File: config.mk
export PLATFORM = sky130hd
export DESIGN_NAME = ex_mem_stage_reg
export DESIGN_NICKNAME = d
export VERILOG_FILES = /design/src/rtl/pipe_pkg.sv /design/src/rtl/pipe_slot.sv /design/src/rtl/ex_mem_stage_reg.sv
export SDC_FILE = /design/constraint.sdc
export NUM_CORES = 1
export LEC_CHECK = 0
export BUFFER_PORTS_ARGS = -buffer_cell sky130_fd_sc_hd__buf_2
export CORE_MARGIN = 1
export CORE_UTILIZATION = 51
export CTS_CLUSTER_DIAMETER = 50
export CTS_CLUSTER_SIZE = 8
export DETAILED_ROUTE_END_ITERATION = 7
export GPL_ROUTABILITY_DRIVEN = 0
export PLACE_DENSITY = 0.79
export SYNTH_ARGS = -nofsm -noshare
export SYNTH_HDL_FRONTEND = slang
export SYNTH_SLANG_ARGS = --single-unit
export TNS_END_PERCENT = 20
File: constraint.sdc
create_clock -name clk -period 2.6 [get_ports clk]
set_clock_uncertainty 0.05 [all_clocks]
set_input_delay 0.13 -clock clk [delete_from_list [all_inputs] [get_ports clk]]
set_output_delay 0.13 -clock clk [all_outputs]
set_load 0.02 [all_outputs]
File: src/rtl/pipe_pkg.sv
// -----------------------------------------------------------------------------
// pipe_pkg
// Shared definitions for pipeline stage registers.
//   - CTRL_* : bit positions inside the control bundle {memwrite, memread,
//              regwrite, regsrc}. Every stage that decodes ctrl uses these.
//   - stage_payload_t : field layout of one stage entry at the core's default
//              widths. Field order (ctrl, rd, alu, sdata, f3) is also the
//              order used when a stage packs its payload into a flat vector.
//   - payload_width() : flat payload width for arbitrary field widths, so
//              parametrised stages stay consistent with the struct layout.
// -----------------------------------------------------------------------------
package pipe_pkg;

    // Control bundle bit indices
    localparam int CTRL_REGSRC   = 0;
    localparam int CTRL_REGWRITE = 1;
    localparam int CTRL_MEMREAD  = 2;
    localparam int CTRL_MEMWRITE = 3;

    // Default field widths of the core
    localparam int XLEN_DEF   = 32;
    localparam int CTRL_W_DEF = 4;
    localparam int RD_W_DEF   = 5;
    localparam int F3_W_DEF   = 3;

    typedef struct packed {
        logic [CTRL_W_DEF-1:0] ctrl;
        logic [RD_W_DEF-1:0]   rd;
        logic [XLEN_DEF-1:0]   alu;
        logic [XLEN_DEF-1:0]   sdata;
        logic [F3_W_DEF-1:0]   f3;
    } stage_payload_t;

    localparam int STAGE_PAYLOAD_W = $bits(stage_payload_t);

    // Flat payload width for a stage built with non-default field widths.
    function automatic int payload_width(input int ctrl_w, input int rd_w,
                                         input int xlen, input int f3_w);
        return ctrl_w + rd_w + 2 * xlen + f3_w;
    endfunction

endpackage : pipe_pkg

File: src/rtl/pipe_slot.sv
// -----------------------------------------------------------------------------
// pipe_slot
// One pipeline entry: a payload register plus its valid bit.
// Ports:
//   clk, rst    : clock, synchronous active-high reset (clears valid and data)
//   load        : capture d and mark valid
//   unload      : mark invalid, payload kept (no toggling on bubbles)
//   clear       : flush; marks invalid, overrides load and unload
//   d           : payload to capture
//   valid, q    : registered valid bit and payload
// -----------------------------------------------------------------------------
module pipe_slot #(
    parameter int W = 8
) (
    input  logic         clk,
    input  logic         rst,
    input  logic         load,
    input  logic         unload,
    input  logic         clear,
    input  logic [W-1:0] d,
    output logic         valid,
    output logic [W-1:0] q
);

    logic         valid_reg;
    logic [W-1:0] data_reg;

    always_ff @(posedge clk) begin
        if (rst) begin
            valid_reg <= 1'b0;
            data_reg  <= '0;
        end else if (clear) begin
            // Data intentionally left stale; only the valid bit matters.
            valid_reg <= 1'b0;
        end else if (load) begin
            valid_reg <= 1'b1;
            data_reg  <= d;
        end else if (unload) begin
            valid_reg <= 1'b0;
        end
    end

    assign valid = valid_reg;
    assign q     = data_reg;

endmodule : pipe_slot

File: src/rtl/ex_mem_stage_reg.sv
// -----------------------------------------------------------------------------
// ex_mem_stage_reg
// EX/MEM pipeline register with valid/ready handshake, flush, optional
// 2-entry skid buffer and a saturating back-pressure counter.
// Ports:
//   clk, rst              : clock, synchronous active-high reset
//   in_valid / in_ready   : upstream handshake (accept = in_valid && in_ready)
//   in_ctrl..in_f3        : payload from EX
//   flush                 : kill every held entry and any same-cycle accept
//   out_valid / out_ready : downstream handshake (drain = out_valid && out_ready)
//   out_ctrl..out_f3      : payload to MEM; out_ctrl forced to 0 on bubbles
//   stall_cnt             : cycles with out_valid && !out_ready, saturating
// SKID=1: main slot M plus skid slot S, in_ready = !S.valid (registered).
// SKID=0: main slot only, in_ready = !out_valid || out_ready (combinational).
// -----------------------------------------------------------------------------
module ex_mem_stage_reg
    import pipe_pkg::*;
#(
    parameter int XLEN   = 32,
    parameter int CTRL_W = 4,
    parameter int RD_W   = 5,
    parameter int F3_W   = 3,
    parameter int SKID   = 1,
    parameter int CNT_W  = 16
) (
    input  logic              clk,
    input  logic              rst,
    input  logic              in_valid,
    output logic              in_ready,
    input  logic [CTRL_W-1:0] in_ctrl,
    input  logic [RD_W-1:0]   in_rd,
    input  logic [XLEN-1:0]   in_alu,
    input  logic [XLEN-1:0]   in_sdata,
    input  logic [F3_W-1:0]   in_f3,
    input  logic              flush,
    output logic              out_valid,
    input  logic              out_ready,
    output logic [CTRL_W-1:0] out_ctrl,
    output logic [RD_W-1:0]   out_rd,
    output logic [XLEN-1:0]   out_alu,
    output logic [XLEN-1:0]   out_sdata,
    output logic [F3_W-1:0]   out_f3,
    output logic [CNT_W-1:0]  stall_cnt
);

    localparam int PW = payload_width(CTRL_W, RD_W, XLEN, F3_W);

    // Field offsets inside the flat payload {ctrl, rd, alu, sdata, f3}
    localparam int F3_LO    = 0;
    localparam int SDATA_LO = F3_LO + F3_W;
    localparam int ALU_LO   = SDATA_LO + XLEN;
    localparam int RD_LO    = ALU_LO + XLEN;
    localparam int CTRL_LO  = RD_LO + RD_W;

    localparam logic [CNT_W-1:0] CNT_MAX = '1;

    logic [PW-1:0] in_payload;
    logic [PW-1:0] m_d;
    logic [PW-1:0] m_q;
    logic          m_valid;
    logic          m_load;
    logic          m_unload;
    logic          accept;
    logic          drain;
    logic [CNT_W-1:0] stall_cnt_reg;

    assign in_payload = {in_ctrl, in_rd, in_alu, in_sdata, in_f3};
    assign accept     = in_valid && in_ready;
    assign drain      = m_valid && out_ready;

    pipe_slot #(.W(PW)) u_main (
        .clk    (clk),
        .rst    (rst),
        .load   (m_load),
        .unload (m_unload),
        .clear  (flush),
        .d      (m_d),
        .valid  (m_valid),
        .q      (m_q)
    );

    generate
        if (SKID != 0) begin : g_skid
            logic          s_valid;
            logic [PW-1:0] s_q;
            logic          s_load;
            logic          s_unload;

            // in_ready comes straight from a flop: no path from out_ready.
            assign in_ready = !s_valid;

            // M refills from S first so S can never overtake M.
            // S is only ever valid while M is valid, so when M is empty
            // the incoming entry goes directly to M.
            assign m_load   = (drain && s_valid) ||
                              (accept && (!m_valid || drain));
            assign m_d      = s_valid ? s_q : in_payload;
            assign m_unload = drain && !m_load;

            // Park an accepted entry in S only when M is occupied and stuck.
            assign s_load   = accept && m_valid && !drain;
            assign s_unload = drain && s_valid;

            pipe_slot #(.W(PW)) u_skid (
                .clk    (clk),
                .rst    (rst),
                .load   (s_load),
                .unload (s_unload),
                .clear  (flush),
                .d      (in_payload),
                .valid  (s_valid),
                .q      (s_q)
            );
        end else begin : g_single
            assign in_ready = !m_valid || out_ready;
            assign m_load   = accept;
            assign m_d      = in_payload;
            assign m_unload = drain && !accept;
        end
    endgenerate

    // Back-pressure profiling counter; flush deliberately does not clear it.
    always_ff @(posedge clk) begin
        if (rst) begin
            stall_cnt_reg <= '0;
        end else if (m_valid && !out_ready && (stall_cnt_reg != CNT_MAX)) begin
            stall_cnt_reg <= stall_cnt_reg + 1'b1;
        end
    end

    assign stall_cnt = stall_cnt_reg;

    // Bubbles carry zero control so MEM never writes or accesses on them.
    assign out_valid = m_valid;
    assign out_ctrl  = m_valid ? m_q[CTRL_LO +: CTRL_W] : '0;
    assign out_rd    = m_q[RD_LO    +: RD_W];
    assign out_alu   = m_q[ALU_LO   +: XLEN];
    assign out_sdata = m_q[SDATA_LO +: XLEN];
    assign out_f3    = m_q[F3_LO    +: F3_W];

endmodule : ex_mem_stage_reg
### Yosys cells after proc, flatten, opt, wreduce, memory -nomap -nowiden

Index checks and enable logic that the tools add are counted.

| operators by class | value |
|---|---|
| bitwise operators | 1 |
| reduce and logical (&&, ||, !) cells | 21 |
| add/sub/neg operators | 1 |
| equality and inequality tests | 1 |
| multiplexer cells | 6 |

Operators with widths:

| kind | count |
|---|---|
| $mux 76 | 1 |
| $add 16x1->16 const B | 1 |
| $ne 16x16->1 const B | 1 |
| $logic_and 1x1->1 | 9 |
| $logic_not 1->1 | 5 |
| $mux 1 | 4 |
| $mux 4 | 1 |
| $reduce_and 2->1 | 2 |
| $reduce_bool 2->1 | 2 |
| $logic_or 1x1->1 | 2 |
| $reduce_or 2->1 | 1 |
| $not 1->1 | 1 |

| word-level totals | value |
|---|---|
| word-level logic and storage cells | 35 |
| input port bits | 81 |
| bits in registers | 170 |
| output and inout port bits | 94 |

### Logic depth before layout (Yosys ltp)

| logic depth | value |
|---|---|
| depth after elaboration | 8 |
| mapped depth | 8 |
| mapped depth without buffers | 5 |

### Cells and area by module

A second synthesis with hierarchy kept.

| second synthesis, totals | value |
|---|---|
| cell total of the unflattened synthesis | 896 |
| area total of the unflattened synthesis | 8842.2 um^2 |

By module, submodules not included:

| module | sequential area each (um^2) | times used | area an instance (um^2) | cells each |
|---|---|---|---|---|
| pipe_slot | 1541.5 | 2 | 3507.1 | 350 |
| ex_mem_stage_reg | 320.3 | 1 | 1828.0 | 196 |

### Least setup slack after synthesis

OpenSTA, ideal clock, no wires.

| timing path | value |
|---|---|
| path kind | register -> register |
| start point | register u_main.valid_reg, in the netlist u_main.valid |
| end point | register stall_cnt_reg[15], in the netlist stall_cnt[15] |
| data required time | 2.427 ns |
| setup slack | 0.576 ns |
| clock period less this slack | 2.024 ns |
| cell stages (with the launch flop) | 6 |
| arrival | 1.851 ns |
| path buffers | 1 |
| setup time | 0.123 ns |
| path through | dfxtp_1 -> nand2b_2 -> or4_1 -> buf_2 -> nor4_1 -> mux2_1 |

| on the way | value |
|---|---|
| longest elaborated chain between the ends | 2 |

RTL lines:

| what | line | source |
|---|---|---|
| start: declaration | pipe_slot.sv:25 | `logic valid_reg;` |
| start signal: assignment | pipe_slot.sv:30 | `valid_reg <= 1'b0;` |
| start signal: assignment | pipe_slot.sv:34 | `valid_reg <= 1'b0;` |
| start signal: assignment | pipe_slot.sv:36 | `valid_reg <= 1'b1;` |
| $logic_and 1x1->1 (2 in a row) | ex_mem_stage_reg.sv:126 | `end else if (m_valid && !out_ready && (stall_cnt_reg != CNT_MAX)) begin` |
| end signal: assignment | ex_mem_stage_reg.sv:127 | `stall_cnt_reg <= stall_cnt_reg + 1'b1;` |
| end: declaration | ex_mem_stage_reg.sv:65 | `logic [CNT_W-1:0] stall_cnt_reg;` |

No other way between the ends.
A chain may end at the register's enable or synchronous reset.

### Final worst setup path

| timing path | value |
|---|---|
| start point | input out_ready |
| end point | register stall_cnt_reg[11], in the netlist stall_cnt[11] |

| on the way | value |
|---|---|
| longest elaborated chain between the ends | 3 |

RTL lines:

| what | line | source |
|---|---|---|
| start: declaration | ex_mem_stage_reg.sv:37 | `input logic out_ready,` |
| $logic_not 1->1 | ex_mem_stage_reg.sv:126 |  |
| $logic_and 1x1->1 (2 in a row) | ex_mem_stage_reg.sv:126 |  |

No other way between the ends.

==> reports/metrics.yaml <==
fill_cells: 1091
yosysSeqAreaShare: 0.463
slowest_delay_ps: 660
maxSlewHeadroom: 0.412
hold_viol_final: 0
syn_area_per_cell_um2: 8.58
syn-num-nets: 938
drt_iter0_markers: 431
setup-tns-final_ps: 0
powerDensity_nw_per_um2: 640
path_cells: "dlygate4sd3_1 > buf_2 > nand2b_2 > or4_1 > nor3b_1 > mux2_1"
final_antenna_net_count: 0
core_area_um2: 14000
cts.sinks: 170
drv_slew: 0
leakage_nw: 3.48
timing.fmax_mhz: 483
outcome: "completed"
setup_slack_ps: 528
grt_use_total: 0.235
insertion_delay_ps: 420
synth_area_um2: 7350
post-route-period-util: 0.797
yosysWarnings: 0
end_kind: "register"
routed_wl_um: 17200
drc: 0
async_flop_share: 0
vias_per_cell: 5.26
required_ps: 2860
rsz0062_at_grt: "false"
rows: 43
fp.dieH_um: 122
drive_above_1_share: 0.220
peakVddDrop_mv: 0.434
die_area_um2: 14900
hp-class: "in2reg"
wire_per_inst_um: 14.4
cp_slowest_cell: "or4_1"
cts.path.max_buffers: 2
grt_pass1_vias: 5837
cts_made_buffers: 17
drt-pass1-iter-count: 5
worst_setup_path_start_kind: "input pin"
worst_slew_pin_slew_ps: 883
htreeDepth: 4
grt_max_degree: 95
synth.distinct_cells: 35
detailed_place_hpwl_um: 9820
grt_pass1_wl_um: 27700
synth_cells: 856
path_class: "in2reg"
antenna_found_initial: 2
ios: 175
final_util: 0.657
instances_no_fill: 1197
io_buffers: 174
clockRootBuffer: "clkbuf_16"
dp_cells: 1086
cp_max_fo: 8
drv_cap: 0
start_util: 0.525
vias: 6301
setup_viol: 0
clkSlewWorstSetupHoldPaths_ps: 60
finalCriticalPeriod_ps: 2070
arrival_ps: 2330
dp_slack_ps: 554
cts_tree: "yes"
synth_edf_count: 0
areaGrowthSynthToFinish_pct: 25.1
die_w_um: 122
grt_overflow: 0
ys_ff_latch: 170
synth_ff_type: "dfxtp_1"
fin_nets: 1086
==> metrics by stage <==
step | power (mW) | area (um2) | hold WS, ps
2_1_floorplan | 3.24 | 7350 | 158
3_3_place_gp | 3.34 | 7820 | 332
3_5_place_dp | 3.35 | 7820 | 337
4_1_cts | 5.92 | 9190 | 27.8
5_1_grt | 6.11 | 9190 | 54.7
6_report | 5.88 | 9190 | 45.3
==> path summary, 6_finish.rpt <==
kind | start | endpoint | slack (ps) | cells past startpoint
worst max-delay path | out_ready | stall_cnt[11]$_SDFFE_PP0P_ | 530 | 6
worst min-delay path | rst | stall_cnt[14]$_SDFFE_PP0P_ | 50 | 3
worst max register to register | stall_cnt[0]$_SDFFE_PP0P_ | stall_cnt[14]$_SDFFE_PP0P_ | 540 | 5
worst min register to register | g_skid.u_skid.q[27]$_SDFFE_PP0P_ | g_skid.u_skid.q[27]$_SDFFE_PP0P_ | 400 | 2
==> synthesized netlist by cell type, types with 5 or more instances <==
library cell	number	area [um2]
nor2_1	85	319
nand2_1	158	593
o21ai_0	5	25.0
or4_1	6	45.0
or3_1	6	37.5
buf_2	7	35.0
a211oi_1	77	578
mux2i_1	77	771
inv_1	5	18.8
o31ai_1	5	37.5
a21oi_1	87	435
clkbuf_1	51	191
dfxtp_1	170	3400
buf_1	6	22.5
buf_4	72	541
==> report_power, final <==
part / internal (mW) / switching (mW)
Combinational: 0.285 / 0.370
Clock: 1.51 / 0.973
Sequential: 2.70 / 0.0480
Total: 4.49 / 1.39
==> worst max-delay path: cells and delay by family <==
family                 cells  cell delay (ps)
buffers and inverters      2              700
AND/OR/NAND/NOR            3             1160
multiplexers               1              340
==> cell type report <==
| class | instances | area (um2) | share of cell area |
|---|---|---|---|
| diodes | 2 | 5.00 | 0.000545 |
| multi-input cells | 545 | 3150 | 0.343 |
| well taps | 180 | 225 | 0.0245 |
| inverters | 5 | 18.8 | 0.00204 |
| repair buffers | 265 | 1800 | 0.196 |
| clock inverters | 7 | 90.1 | 0.00980 |
| clock buffers | 23 | 489 | 0.0532 |
| flip-flops and latches | 170 | 3410 | 0.371 |
==> cells in the final DEF (no fill, tap or decap), types with 3 or more instances in the layout <==
| cell | n |
|---|---|
| a211oi_1 | 77 |
| a21oi_1 | 87 |
| and2_1 | 4 |
| buf_12 | 4 |
| buf_2 | 173 |
| buf_4 | 9 |
| clkbuf_1 | 3 |
| clkbuf_16 | 18 |
| clkinv_2 | 3 |
| dfxtp_1 | 169 |
| dlygate4sd3_1 | 79 |
| inv_1 | 5 |
| mux2_2 | 3 |
| mux2i_1 | 77 |
| nand2_1 | 158 |
| nand3_1 | 4 |
| nand4_1 | 4 |
| nor2_1 | 85 |
| nor2b_1 | 4 |
| nor4_1 | 4 |
| o21ai_0 | 5 |
| o31ai_1 | 5 |
| or3_1 | 5 |
| or4_1 | 6 |
==> logic make-up (layout without fill, tap and decap cells) <==
| family | Yosys count | in the layout | synth area share |
|---|---|---|---|
| simple gates | 285 | 285 | 0.162 |
| buf+inv | 141 | 300 | 0.110 |
| compound gates | 177 | 177 | 0.151 |
| mux | 82 | 82 | 0.113 |
| other cells | 0 | 2 | 0 |
| flops | 170 | 170 | 0.463 |
| fa+ha+maj | 1 | 1 | 0.00170 |
==> timing repair <==
item                      in CTS  in global routing
hold buffers                  79                  0
hold endpoints to repair     109                  0
setup buffers                  0                  0
resized for setup              0                  0
==> metal layers <==
metal  global-route usage  part of all wire  wire, um  vias to the layer above
met5                    0                 0         0                        -
met4               0.0887             0.024       416                        0
met3               0.0693             0.051       882                       31
met2                0.393              0.49      8480                      176
met1                0.283              0.43      7470                     2920
li1                     -                 -         -                     3174
Note: power is estimated with default switching activity, not from simulation.
